## config.mk

```make
export PLATFORM = sky130hd
export DESIGN_NAME = i2s_dac_tx
export DESIGN_NICKNAME = d
export VERILOG_FILES = /design/src/rtl/i2s_dac_tx.sv
export SDC_FILE = /design/constraint.sdc
export NUM_CORES = 1
export LEC_CHECK = 0
export BUFFER_PORTS_ARGS = -buffer_cell sky130_fd_sc_hd__buf_2
export CELL_PAD_IN_SITES_DETAIL_PLACEMENT = 1
export CELL_PAD_IN_SITES_GLOBAL_PLACEMENT = 1
export CORE_UTILIZATION = 50
export CTS_BUF_LIST = sky130_fd_sc_hd__clkbuf_2
export CTS_CLUSTER_DIAMETER = 50
export DETAILED_ROUTE_END_ITERATION = 10
export PLACE_DENSITY_LB_ADDON = 0.1
export SYNTH_ARGS = -nofsm -noshare
export SYNTH_HDL_FRONTEND = slang
export SYNTH_SLANG_ARGS = --single-unit
```

## constraint.sdc

```tcl
create_clock -name clk -period 3.1 [get_ports clk]
set_clock_uncertainty 0.05 [all_clocks]
set_input_delay 0.62 -clock clk [delete_from_list [all_inputs] [get_ports clk]]
set_output_delay 0.62 -clock clk [all_outputs]
set_load 0.02 [all_outputs]
```

## src/rtl/i2s_dac_tx.sv

```systemverilog
// I2S transmitter for the effects-chain output: serializes each mono 16-bit sample
// into both slots of a standard (1-bit delayed) I2S frame, with a one-deep holding register.
module i2s_dac_tx #(
    parameter int bclk_div = 4
) (
    input  logic        clk,
    input  logic        rst,
    input  logic        valid,
    input  logic [15:0] sample_in,
    output logic        ready,
    output logic        bclk,
    output logic        lrclk,
    output logic        sdata,
    output logic        underrun,
    output logic        overrun
);

    localparam int DW = (bclk_div > 1) ? $clog2(bclk_div) : 1;
    localparam logic [DW-1:0] DIV_MAX = DW'(bclk_div - 1);
    localparam logic [DW-1:0] DIV_ONE = DW'(1);

    logic [DW-1:0] div_cnt_r;
    logic          bclk_r;
    logic [4:0]    bit_cnt_r;
    logic          lrclk_r;
    logic [31:0]   shift_r;
    logic [15:0]   hold_r;
    logic          full_r;
    logic [15:0]   last_r;
    logic          load_empty_r;
    logic          underrun_r;
    logic          overrun_r;
    logic          ready_r;

    logic          div_wrap_s;
    logic          fall_s;
    logic          load_s;
    logic [4:0]    bit_cnt_nx_s;
    logic [15:0]   word_s;
    logic [15:0]   hold_nx_s;
    logic          full_nx_s;
    logic          drop_s;

    assign div_wrap_s   = (div_cnt_r == DIV_MAX);
    assign fall_s       = div_wrap_s & bclk_r;
    // The falling edge that ends period 0 is the frame load point.
    assign load_s       = fall_s & (bit_cnt_r == 5'd0);
    assign bit_cnt_nx_s = bit_cnt_r + 5'd1;
    assign word_s       = full_r ? hold_r : last_r;

    // Holding-register next state: capture, drop on overrun, or hand off at the load point.
    always_comb begin
        hold_nx_s = hold_r;
        full_nx_s = full_r;
        drop_s    = 1'b0;
        if (load_s) begin
            if (valid) begin
                hold_nx_s = sample_in;
                full_nx_s = 1'b1;
            end else begin
                full_nx_s = 1'b0;
            end
        end else if (valid) begin
            if (full_r) begin
                drop_s = 1'b1;
            end else begin
                hold_nx_s = sample_in;
                full_nx_s = 1'b1;
            end
        end else begin
            full_nx_s = full_r;
        end
    end

    // Clock divider, bit/frame sequencing, shift register and status flags.
    always_ff @(posedge clk) begin
        if (rst) begin
            div_cnt_r    <= {DW{1'b0}};
            bclk_r       <= 1'b0;
            bit_cnt_r    <= 5'd0;
            lrclk_r      <= 1'b0;
            shift_r      <= 32'd0;
            hold_r       <= 16'd0;
            full_r       <= 1'b0;
            last_r       <= 16'd0;
            load_empty_r <= 1'b0;
            underrun_r   <= 1'b0;
            overrun_r    <= 1'b0;
            ready_r      <= 1'b1;
        end else begin
            div_cnt_r <= div_wrap_s ? {DW{1'b0}} : (div_cnt_r + DIV_ONE);
            if (div_wrap_s) begin
                bclk_r <= ~bclk_r;
            end
            if (fall_s) begin
                bit_cnt_r <= bit_cnt_nx_s;
                lrclk_r   <= bit_cnt_nx_s[4];
                shift_r   <= load_s ? {word_s, word_s} : {shift_r[30:0], 1'b0};
            end
            if (load_s) begin
                last_r <= word_s;
            end
            hold_r       <= hold_nx_s;
            full_r       <= full_nx_s;
            ready_r      <= ~full_nx_s;
            // Underrun is reported one cycle after the edge on which the frame loaded.
            load_empty_r <= load_s & ~full_r;
            underrun_r   <= load_empty_r;
            overrun_r    <= drop_s;
        end
    end

    assign bclk     = bclk_r;
    assign lrclk    = lrclk_r;
    assign sdata    = shift_r[31];
    assign ready    = ready_r;
    assign underrun = underrun_r;
    assign overrun  = overrun_r;

endmodule

```

---- After elaboration in Yosys (flattened, before gate mapping) ----
Cells that the tools add are included.
word-level totals
  bits in registers ....................... 78
  bits of input ports ..................... 19
cells by class
  muxes and demuxes ....................... 10
  reductions and logical operators ........ 4
  bitwise operators ....................... 7
  add/sub/neg operators ................... 2
  eq/ne operators ......................... 2
operator list
  kind                   count
  $mux W16               5
  $mux W32               1
  $add A5 B1 Y5 const B  1
  $logic_not A5 Y1       1
  $mux W1                4
  $not A1 Y1             4
  $and A1 B1 Y1          3
  $reduce_or A3 Y1       1
  $add A2 B1 Y2 const B  1
  $eq A2 B2 Y1 const B   1
  $ne A2 B1 Y1 const B   1
  $reduce_and A2 Y1      1
  $reduce_or A2 Y1       1

---- Depth between registers and ports, before layout ----
Gate-level depths: netlist (run 1).
  depth in word-level cells ............... 5
  depth in mapped cells ................... 8

---- Least setup slack after synthesis (run 1) ----
No wires, ideal clock.
  path kind ............................... register -> register
  start point ............................. register bit_cnt_r[0]
  end point ............................... register hold_r[10]
  period minus slack after synthesis ...... 1.850 ns
  setup time .............................. 0.072 ns
  cell stages (with the launch flop) ...... 8
  required time ........................... 2.978 ns
  arrival ................................. 1.729 ns
  path slack .............................. 1.250 ns
  cells stage by stage .................... dfxtp_1 > inv_1 > ha_1 > or4b_4 > buf_6 > o22ai_4 > buf_12 > mux2i_1
on the way
  word-level cells in the longest chain between the ends .. 4
  elaborated cells on any way between the ends .. 5
  classes of those cells .................. 1 x eq/ne; 1 x mux; 1 x bitwise; 2 x reduce/logical
ends and longest elaborated chain
  element                             RTL line  source
  start, declared                     24        logic [4:0] bit_cnt_r;
  start signal, assigned              96        bit_cnt_r <= bit_cnt_nx_s;
  $logic_not A5 Y1 *                  47        assign load_s = fall_s & (bit_cnt_r == 5'd0);
  $and A1 B1 Y1 *                     47
  $ne A2 B1 Y1 (no source line)       --
  $reduce_and A2 Y1 (no source line)  --
  end signal, assigned                103       hold_r <= hold_nx_s;
  end, declared                       27        logic [15:0] hold_r;
Mark *: on every way between the ends. The rest lies on a longest branch, timed or not.
A chain may end at the register's enable or synchronous reset.

---- Final worst setup path (run 1) ----
  start point ............................. register div_cnt_r[0]
  end point ............................... register last_r[5]
on the way
  word-level cells in the longest chain between the ends .. 3
ends and longest elaborated chain
  element                 RTL line  source
  start, declared         22        logic [DW-1:0] div_cnt_r;
  start signal, assigned  78        div_cnt_r <= {DW{1'b0}};
  start signal, assigned  91        div_cnt_r <= div_wrap_s ? {DW{1'b0}} : (div_cnt_r + DIV_ONE);
  $eq A2 B2 Y1            44        assign div_wrap_s = (div_cnt_r == DIV_MAX);
  $and A1 B1 Y1           45        assign fall_s = div_wrap_s & bclk_r;
  $and A1 B1 Y1           47
  end signal, assigned    101       last_r <= word_s;
  end, declared           29        logic [15:0] last_r;
Every way passes these cells.

==> metrics.yaml, run 1 <==
finish:
  nets: 365
  area_delta_synth_final_pct: 7.365
  finalCoreUtilization_pct: 55.30
  layout-drive-gt1-share_pct: 19.54
  final_area_mm2: 0.003757
  insertedDiodeCount: 0
  layoutNonFillerInstCount: 444
global_route:
  antenna_found_initial: 0
  grt_pass1_wl_um: 12290
  grt_max_degree: 50
  grt_pass1_vias: 2534
  globalRouteOverflowTotal: 0
  grt_util_all_layers_pct: 21.40
clock_network:
  tritoncts: "yes"
  clockBufferDepth: 2
  htree_levels: 3
  cts.sinks: 77
  worstSkewPairLatency_ns: 0.52
  numCtsBuffers: 9
  clk_transition_reported_paths_ns: 0.21
  postCtsSetupBuffers: 0
  cts-root-buf: "clkbuf_2"
  ctsHoldBuffers: 0
  cts_resized: 0
sta:
  relSlewSlack_pct: 42.07
  fin_hold_ws_ns: 0.2531
  max_clock_freq_mhz: 435.6
  maxSlewViolCount: 0
  fin_setup_tns_ns: 0
  period_minus_slack_ns: 2.296
  hold_viol: 0
  rsz0062_at_grt: "false"
  finalSetupViolations: 0
  fin_crit_sh_pct: 74.06
  worstMarginPinSlew_ns: 0.8677
  fin_ws_ns: 0.8041
setup_path:
  crit_arrival_ns: 2.69
  critPathCaptureType: "flop"
  r2r_end: "last_r[5]"
  reg2reg_depth: 5
  r2r_slack_ns: 0.80
  start_kind: "flop"
  crit_type: "reg2reg"
  cp_max_fo: 43
  startpoint: "div_cnt_r[0]"
  reg2reg_from: "div_cnt_r[0]"
  crit_required_ns: 3.50
place:
  gp_routability_congestion: 0.7017
  placedCellCount: 428
  place_ws_ns: 0.8379
  dpl_cell_area_mm2: 0.003630
  post-dp-hpwl_um: 4579
  portBuffers: 24
yosys:
  synth_seq_area_share_pct: 44.05
  synth_cells: 340
  synth.cell_area_mm2: 0.003500
  synthFlopType: "dfxtp_1"
  synth_area_leader_cell: "dfxtp_1"
  ys_warn_count: 0
  synthTopCellsByArea: "dfxtp_1, mux2i_1, a311o_1"
  syn_avg_cell_area_um2: 10.29
  synth-async-reset-ratio_pct: 0
  synth_top_area_share_pct: 44.05
  syn_nets: 362
  synth_most_common_cell: "dfxtp_1"
  synth_edf_count: 0
  ys_types: 38
  ys_ff_latch: 77
  synthTopCellsByCount: "dfxtp_1, nand2_1, mux2i_1"
worst_hold_path:
  whs_path_depth: 3
  min-delay-start: "sample_in[8]"
  min_to: "hold_r[8]"
  hold_path.class: "in2reg"
detailed_routing:
  drtAntennaViolNets: 0
  vias: 2600
  drc_errors: 0
  routed_wl_um: 7351
  firstDrtPassIters: 4
  first_iter_violations: 131
  wl_per_cell_um: 16.56
  viasPerCell: 5.856
die:
  coreArea_mm2: 0.006794
  num_rows: 30
  die_area_mm2: 0.007338
  fp.dieW_um: 85.66
  start_util_pct: 51.51
  ios: 25
  die_h_um: 85.66
power:
  p_per_area_mw_per_mm2: 467.3
  leakage_nw: 1.381
  power.total_mw: 1.756
  irDropWorstVdd_mv: 0.2494
run_status:
  status: "completed"
run:
  drv_cap: 0
## cells in the final DEF (no fill, tap or decap), types with 7 or more instances in the layout
cell type  instances
dfxtp_1           77
nand2_1           39
mux2i_1           30
a311o_1           27
and4_1            26
buf_2             24
a21oi_1           21
a311oi_1          14
clkbuf_2          10
nand3_1            9
nor4_2             9
nor3_1             7
## flip-flops by register name (all words and copies together) (netlist names)
name          flops
bclk              1
bit_cnt_r         5
div_cnt_r         2
full_r            1
hold_r           16
last_r           16
load_empty_r      1
overrun           1
ready             1
shift_r          32
underrun          1
## cell families (layout without fill, tap and decap cells)
| group | Yosys count | count (layout) | share of synthesized area [%] |
|---|---|---|---|
| AND/OR/NAND/NOR | 113 | 113 | 22.81 |
| flip-flops | 77 | 77 | 44.05 |
| AO/OA/AOI/OAI | 69 | 69 | 15.95 |
| buffers and inverters | 43 | 51 | 6.149 |
| multiplexers | 32 | 32 | 9.224 |
| adder cells (fa/ha/maj) | 3 | 3 | 1.073 |
| XOR/XNOR | 3 | 3 | 0.7509 |
## report_power, final
part	switching (mW)	internal, mW
clock network	0.337	0.263
registers	0.0194	1.01
logic	0.0742	0.0486
## metal layers
layer  wire [um]  up-vias  global-route usage [%]
met5           0        -                       0
met4          81        0                   8.030
met3         215        6                   5.871
met2        3483       29                   33.60
met1        3571     1262                   28.18
li1            -     1303                       -
## critical path, cell delays in order (launching register included)
cell and delay, ns:
dfxtp_1 0.39, ha_1 0.31, and2_2 0.68, buf_4 0.38
a21oi_1 0.12, a311oi_1 0.29
## worst max path at each step
stage,slack (ns),end,depth (start not counted)
final,0.80,last_r[5],5
after global routing,0.62,last_r[5],5
after CTS,0.81,hold_r[11],6
after detailed placement,0.84,last_r[5],5
after global placement,0.98,hold_r[9],6
after floorplan,1.25,hold_r[10],7
## area by class of cell
type	count	area [um^2]
Tap cell	96	120.1
Clock buffer	10	50.05
Sequential cell	77	1541
Inverter	4	15.01
Clock inverter	6	77.57
Fill cell	749	3037
Timing Repair Buffer	31	197.7
Multi-Input combinational cell	220	1755
(Power assumes the default switching activity.)
==> run 2, diff against run 1 <==
--- a/config.mk
+++ b/config.mk
@@ -5,10 +5,11 @@
 export SDC_FILE = /design/constraint.sdc
 export NUM_CORES = 1
 export LEC_CHECK = 0
+export ABC_AREA = 1
 export BUFFER_PORTS_ARGS = -buffer_cell sky130_fd_sc_hd__buf_2
 export CELL_PAD_IN_SITES_DETAIL_PLACEMENT = 1
 export CELL_PAD_IN_SITES_GLOBAL_PLACEMENT = 1
-export CORE_UTILIZATION = 50
+export CORE_UTILIZATION = 45
 export CTS_BUF_LIST = sky130_fd_sc_hd__clkbuf_2
 export CTS_CLUSTER_DIAMETER = 50
 export DETAILED_ROUTE_END_ITERATION = 10
==> constraint.sdc (replaced) <==
create_clock -name clk -period 2.2 [get_ports clk]
set_clock_uncertainty 0.05 [all_clocks]
set_input_delay 0.44 -clock clk [delete_from_list [all_inputs] [get_ports clk]]
set_output_delay 0.44 -clock clk [all_outputs]
set_load 0.02 [all_outputs]
==> metrics.yaml, run 2 <==
sta:
  max_clock_freq_mhz: 565.8
  fin_hold_ws_ns: 0.2007
  period_minus_slack_ns: 1.767
  rsz0062_at_grt: "false"
  relSlewSlack_pct: 62.99
  finalSetupViolations: 0
  fin_setup_tns_ns: 0
  hold_viol: 0
  maxSlewViolCount: 0
  fin_crit_sh_pct: 80.34
  fin_ws_ns: 0.4326
  worstMarginPinSlew_ns: 0.5552
finish:
  mostFrequentLayoutCells: "nand2_1, a21oi_1, dfxtp_1"
  seqCellArea_mm2: 0.001541
  regMostFlops: "shift_r"
  nFillCells: 901
  area_delta_synth_final_pct: 7.443
  layout-drive-gt1-share_pct: 11.18
  finalCoreUtilization_pct: 50.75
  final_common_cell: "nand2_1"
  reg_top3: "shift_r (32), hold_r (16), last_r (16)"
  insertedDiodeCount: 0
  multiInputGateArea_mm2: 0.001366
  largest_reg_flops: 32
  nets: 474
setup_path:
  crit_type: "reg2reg"
  cp_max_fo: 51
  critPathCaptureType: "flop"
  reg2reg_depth: 8
  crit_arrival_ns: 2.16
  crit_required_ns: 2.60
  start_kind: "flop"
place:
  gp_routability_congestion: 0.6776
  place_ws_ns: 0.4791
  post-dp-hpwl_um: 4573
  portBuffers: 24
yosys:
  synth_compound_area_share_pct: 20.36
  synth_xor_area_share_pct: 0
  ys_ff_latch: 77
  synth.area.mux_share_pct: 0
  synth_top_area_share_pct: 47.51
  synth-async-reset-ratio_pct: 0
  synth_area_leader_cell: "dfxtp_1"
  syn_nets: 466
  synth_cells: 444
  synth.cell_area_mm2: 0.003244
  synth_most_common_cell: "nand2_1"
  synthAdderAreaFrac_pct: 1.157
  syn_avg_cell_area_um2: 7.307
  ys_warn_count: 0
  synth_seq_area_share_pct: 47.51
  synthTopCellsByCount: "nand2_1, a21oi_1, dfxtp_1"
  synth_top_family_by_area: "simple AND/OR/NAND/NOR gates"
  synth_edf_count: 0
  synthFlopType: "dfxtp_1"
  synthSimpleGateAreaFrac_pct: 20.59
  ys_types: 23
  synthTopCellsByArea: "dfxtp_1, a21oi_1, nand2_1"
clock_network:
  ctsHoldBuffers: 0
  cts_resized: 0
  numCtsBuffers: 9
  cts.sinks: 77
  postCtsSetupBuffers: 0
  htree_levels: 3
  clockBufferDepth: 2
  cts-root-buf: "clkbuf_2"
  tritoncts: "yes"
  clk_transition_reported_paths_ns: 0.20
  worstSkewPairLatency_ns: 0.49
die:
  num_rows: 30
  die_h_um: 86.91
  die_area_mm2: 0.007553
  coreArea_mm2: 0.006869
  ios: 25
  fp.dieW_um: 86.91
  start_util_pct: 47.23
detailed_routing:
  viasPerCell: 5.130
  drc_errors: 0
  routed_wl_um: 7394
  first_iter_violations: 130
  wl_per_cell_um: 13.39
  firstDrtPassIters: 4
  drtAntennaViolNets: 0
  vias: 2832
global_route:
  grt_pass1_wl_um: 12730
  antenna_found_initial: 0
  grt_pass1_vias: 2951
  top_usage_layer: "met2"
  grt_max_degree: 55
  globalRouteOverflowTotal: 0
  grt_util_all_layers_pct: 21.35
  use_met3_pct: 3.412
  met2_usage_pct: 40.30
  met1_usage_pct: 24.02
run_status:
  status: "completed"
run:
  drv_cap: 0
power:
  leakage_nw: 1.409
  power.total_mw: 2.468
  irDropWorstVdd_mv: 0.5258
  p_per_area_mw_per_mm2: 707.9
worst_hold_path:
  whs_path_depth: 5
  hold_path.class: "in2reg"
[run 2: worst paths after layout]
path	startpoint	endpoint	slack (ns)
setup / recovery	div_cnt_r[0]	bit_cnt_r[4]	0.43
hold / removal	sample_in[13]	hold_r[13]	0.20
setup reg to reg	div_cnt_r[0]	bit_cnt_r[4]	0.43
hold reg to reg	load_empty_r	underrun	0.37
[run 2: cell type report]
class	instances	share of cell area, %
clock buffer	9	1.292
clock inverter	6	2.261
inverter	43	4.630
multi-input combinational	290	39.20
sequential	77	44.22
tap	96	3.446
timing repair buffer	31	4.953
[run 2: kinds of logic after synthesis]
family,count (synthesis)
AO/OA/AOI/OAI,132
adder cells (fa/ha/maj),3
buffers and inverters,77
flip-flops,77
AND/OR/NAND/NOR,155
[run 2: worst max-delay path: stages (launching register included)]
cell     delay [ns]
dfxtp_1        0.38
ha_1           0.21
nand2_1        0.10
inv_2          0.09
buf_4          0.42
nand4_1        0.21
nand2_1        0.11
nand2_1        0.05
nor2_1         0.09
[run 2: layer usage]
metal	vias up	share of wire [%]
li1	1465	-
met1	1332	45
met2	24	52
met3	11	1.5
met4	0	1.6
met5	-	0
[run 2: report_power, final]
part | internal (mW) | switching (mW) | total, mW
Sequential | 1.44 | 0.0184 | 1.45
Combinational | 0.0616 | 0.117 | 0.179
Clock | 0.361 | 0.474 | 0.835
[run 2: metrics by stage]
| stage | cell area (um^2) | std cells |
|---|---|---|
| after detailed placement | 3362 | 537 |
| after floorplan | 3244 | 444 |
| after global routing | 3486 | 552 |
| after CTS | 3486 | 552 |
| after global placement | 3362 | 537 |
| final | 3486 | 552 |
==> run 3, diff against run 2 <==
--- a/config.mk
+++ b/config.mk
@@ -9,7 +9,7 @@
 export BUFFER_PORTS_ARGS = -buffer_cell sky130_fd_sc_hd__buf_2
 export CELL_PAD_IN_SITES_DETAIL_PLACEMENT = 1
 export CELL_PAD_IN_SITES_GLOBAL_PLACEMENT = 1
-export CORE_UTILIZATION = 45
+export CORE_UTILIZATION = 41
 export CTS_BUF_LIST = sky130_fd_sc_hd__clkbuf_2
 export CTS_CLUSTER_DIAMETER = 50
 export DETAILED_ROUTE_END_ITERATION = 10
==> constraint.sdc (replaced) <==
create_clock -name clk -period 1.55 [get_ports clk]
set_clock_uncertainty 0.05 [all_clocks]
set_input_delay 0.31 -clock clk [delete_from_list [all_inputs] [get_ports clk]]
set_output_delay 0.31 -clock clk [all_outputs]
set_load 0.02 [all_outputs]
==> metrics.yaml, run 3 (synthesis gave the netlist of run 2 again) <==
run_status:
  status: "completed"
detailed_routing:
  drtAntennaViolNets: 0
  viasPerCell: 5.115
  drc_errors: 0
  routed_wl_um: 8063
  firstDrtPassIters: 4
  first_iter_violations: 76
  vias: 2926
  wl_per_cell_um: 14.10
die:
  die_area_mm2: 0.008273
  die_h_um: 90.96
  fp.dieW_um: 90.96
  start_util_pct: 42.20
  ios: 25
  coreArea_mm2: 0.007687
  num_rows: 32
sta:
  fin_hold_ws_ns: 0.04943
  hold_viol: 0
  fin_ws_ns: 0.02123
  rsz0062_at_grt: "true"
  maxSlewViolCount: 0
  fin_crit_sh_pct: 98.63
  max_clock_freq_mhz: 654.1
  relSlewSlack_pct: 66.60
  period_minus_slack_ns: 1.529
  finalSetupViolations: 0
  worstMarginPinSlew_ns: 0.5010
setup_path:
  start_kind: "flop"
  slowest_delay_ns: 0.37
  crit_required_ns: 1.94
  crit_arrival_ns: 1.92
  crit_type: "reg2reg"
  critPathCaptureType: "flop"
  path_cells: "inv_2 -> ha_4 -> inv_1 -> nor2_2 -> nand3_4 -> nand2_8 -> clkbuf_16 -> nand3_1 -> nand2_1 -> nor2_1"
  cp_max_fo: 6
  cp_slowest_cell: "dfxtp_2"
global_route:
  grt_pass1_wl_um: 13660
  grt_util_all_layers_pct: 20.60
  antenna_found_initial: 0
  grt_pass1_vias: 3035
  globalRouteOverflowTotal: 0
  grt_max_degree: 55
run:
  drv_cap: 0
finish:
  nets: 487
  reg_top3: "shift_r (32), hold_r (16), last_r (16)"
  regMostFlops: "shift_r"
  insertedDiodeCount: 0
  final_common_cell: "nand2_1"
  mostFrequentLayoutCells: "nand2_1, a21oi_1, dfxtp_1"
  largest_reg_flops: 32
  layout-drive-gt1-share_pct: 16.17
  area_delta_synth_final_pct: 14.50
clock_network:
  cts.sinks: 77
  cts-root-buf: "clkbuf_2"
  tritoncts: "yes"
  worstSkewPairLatency_ns: 0.52
  numCtsBuffers: 9
  clk_transition_reported_paths_ns: 0.24
  clockBufferDepth: 2
  htree_levels: 3
place:
  place_ws_ns: 0.02535
  gp_routability_congestion: 0.6738
  post-dp-hpwl_um: 5185
  portBuffers: 24
power:
  p_per_area_mw_per_mm2: 910.4
  leakage_nw: 1.503
  irDropWorstVdd_mv: 0.4462
worst_hold_path:
  hold_path.class: "in2reg"
[run 3: changes by cell type in the layout (fill, tap and decap cells not counted), sizes merged]
| cell | before | now |
|---|---|---|
| buf | 31 | 40 |
| clkinv | 5 | 3 |
| clkbuf | 9 | 11 |
| dlygate4sd3 | 0 | 2 |
| bufinv | 2 | 0 |
| inv | 42 | 45 |
| clkinvlp | 0 | 2 |
[run 3: power by group]
| part | internal [mW] | leakage [nW] | total, mW | switching [mW] |
|---|---|---|---|---|
| Sequential | 2.04 | 0.627 | 2.07 | 0.0281 |
| Combinational | 0.133 | 0.816 | 0.319 | 0.186 |
| Clock | 0.228 | 0.0593 | 0.995 | 0.767 |
[run 3: final cells by class]
class | count | area (um^2)
Tap cell | 102 | 127.6
Inverter | 43 | 161.4
Timing Repair Buffer | 44 | 380.4
Clock inverter | 7 | 55.05
Fill cell | 993 | 3973
Sequential cell | 77 | 1548
Multi-Input combinational cell | 290 | 1398
Clock buffer | 9 | 45.04
[run 3: final timing paths]
check / from / end / slack [ns] / depth (start not counted)
max reg2reg: bit_cnt_r[1] / hold_r[1] / 0.02 / 10
max: bit_cnt_r[1] / hold_r[1] / 0.02 / 10
min reg2reg: div_cnt_r[0] / div_cnt_r[0] / 0.39 / 1
min: sample_in[9] / hold_r[9] / 0.05 / 5
[run 3: critical path: cells and delay by family, from the launching register on]
kind / cells / cell delay (ns)
buffers and inverters: 3 / 0.27
and+or+nand+nor: 6 / 0.65
DFF: 1 / 0.37
adders and majority gates: 1 / 0.13
[run 3: timing repair]
action                                  CTS  global route
endpoints found under the hold margin     0             2
endpoints found under the setup margin   12            48
cloned                                    0             2
gates resized for setup                   1            18
buffers inserted                          0             1
pin swaps                                 0             4
hold buffers                              0             2
[run 3: through the flow]
step | cell area, um^2 | setup TNS, ns | cells | total power [mW] | util [%]
2_1_floorplan | 3244 | 0 | 444 | 2.293 | -
4_1_cts | 3583 | 0 | 567 | 3.401 | 46.61
3_5_place_dp | 3480 | 0 | 551 | 2.392 | 45.26
6_report | 3715 | 0 | 572 | 3.382 | 48.32
3_3_place_gp | 3480 | 0 | 551 | 2.383 | 45.26
5_1_grt | 3715 | -0.4297 | 572 | 3.572 | 48.32
[run 3: per-layer routing]
metal  global-route usage (%)  part of all wire [%]
met2                    38.64                    52
met3                    3.266                   1.3
met5                        0                     0
met4                    7.143                   1.4
met1                    23.50                    46
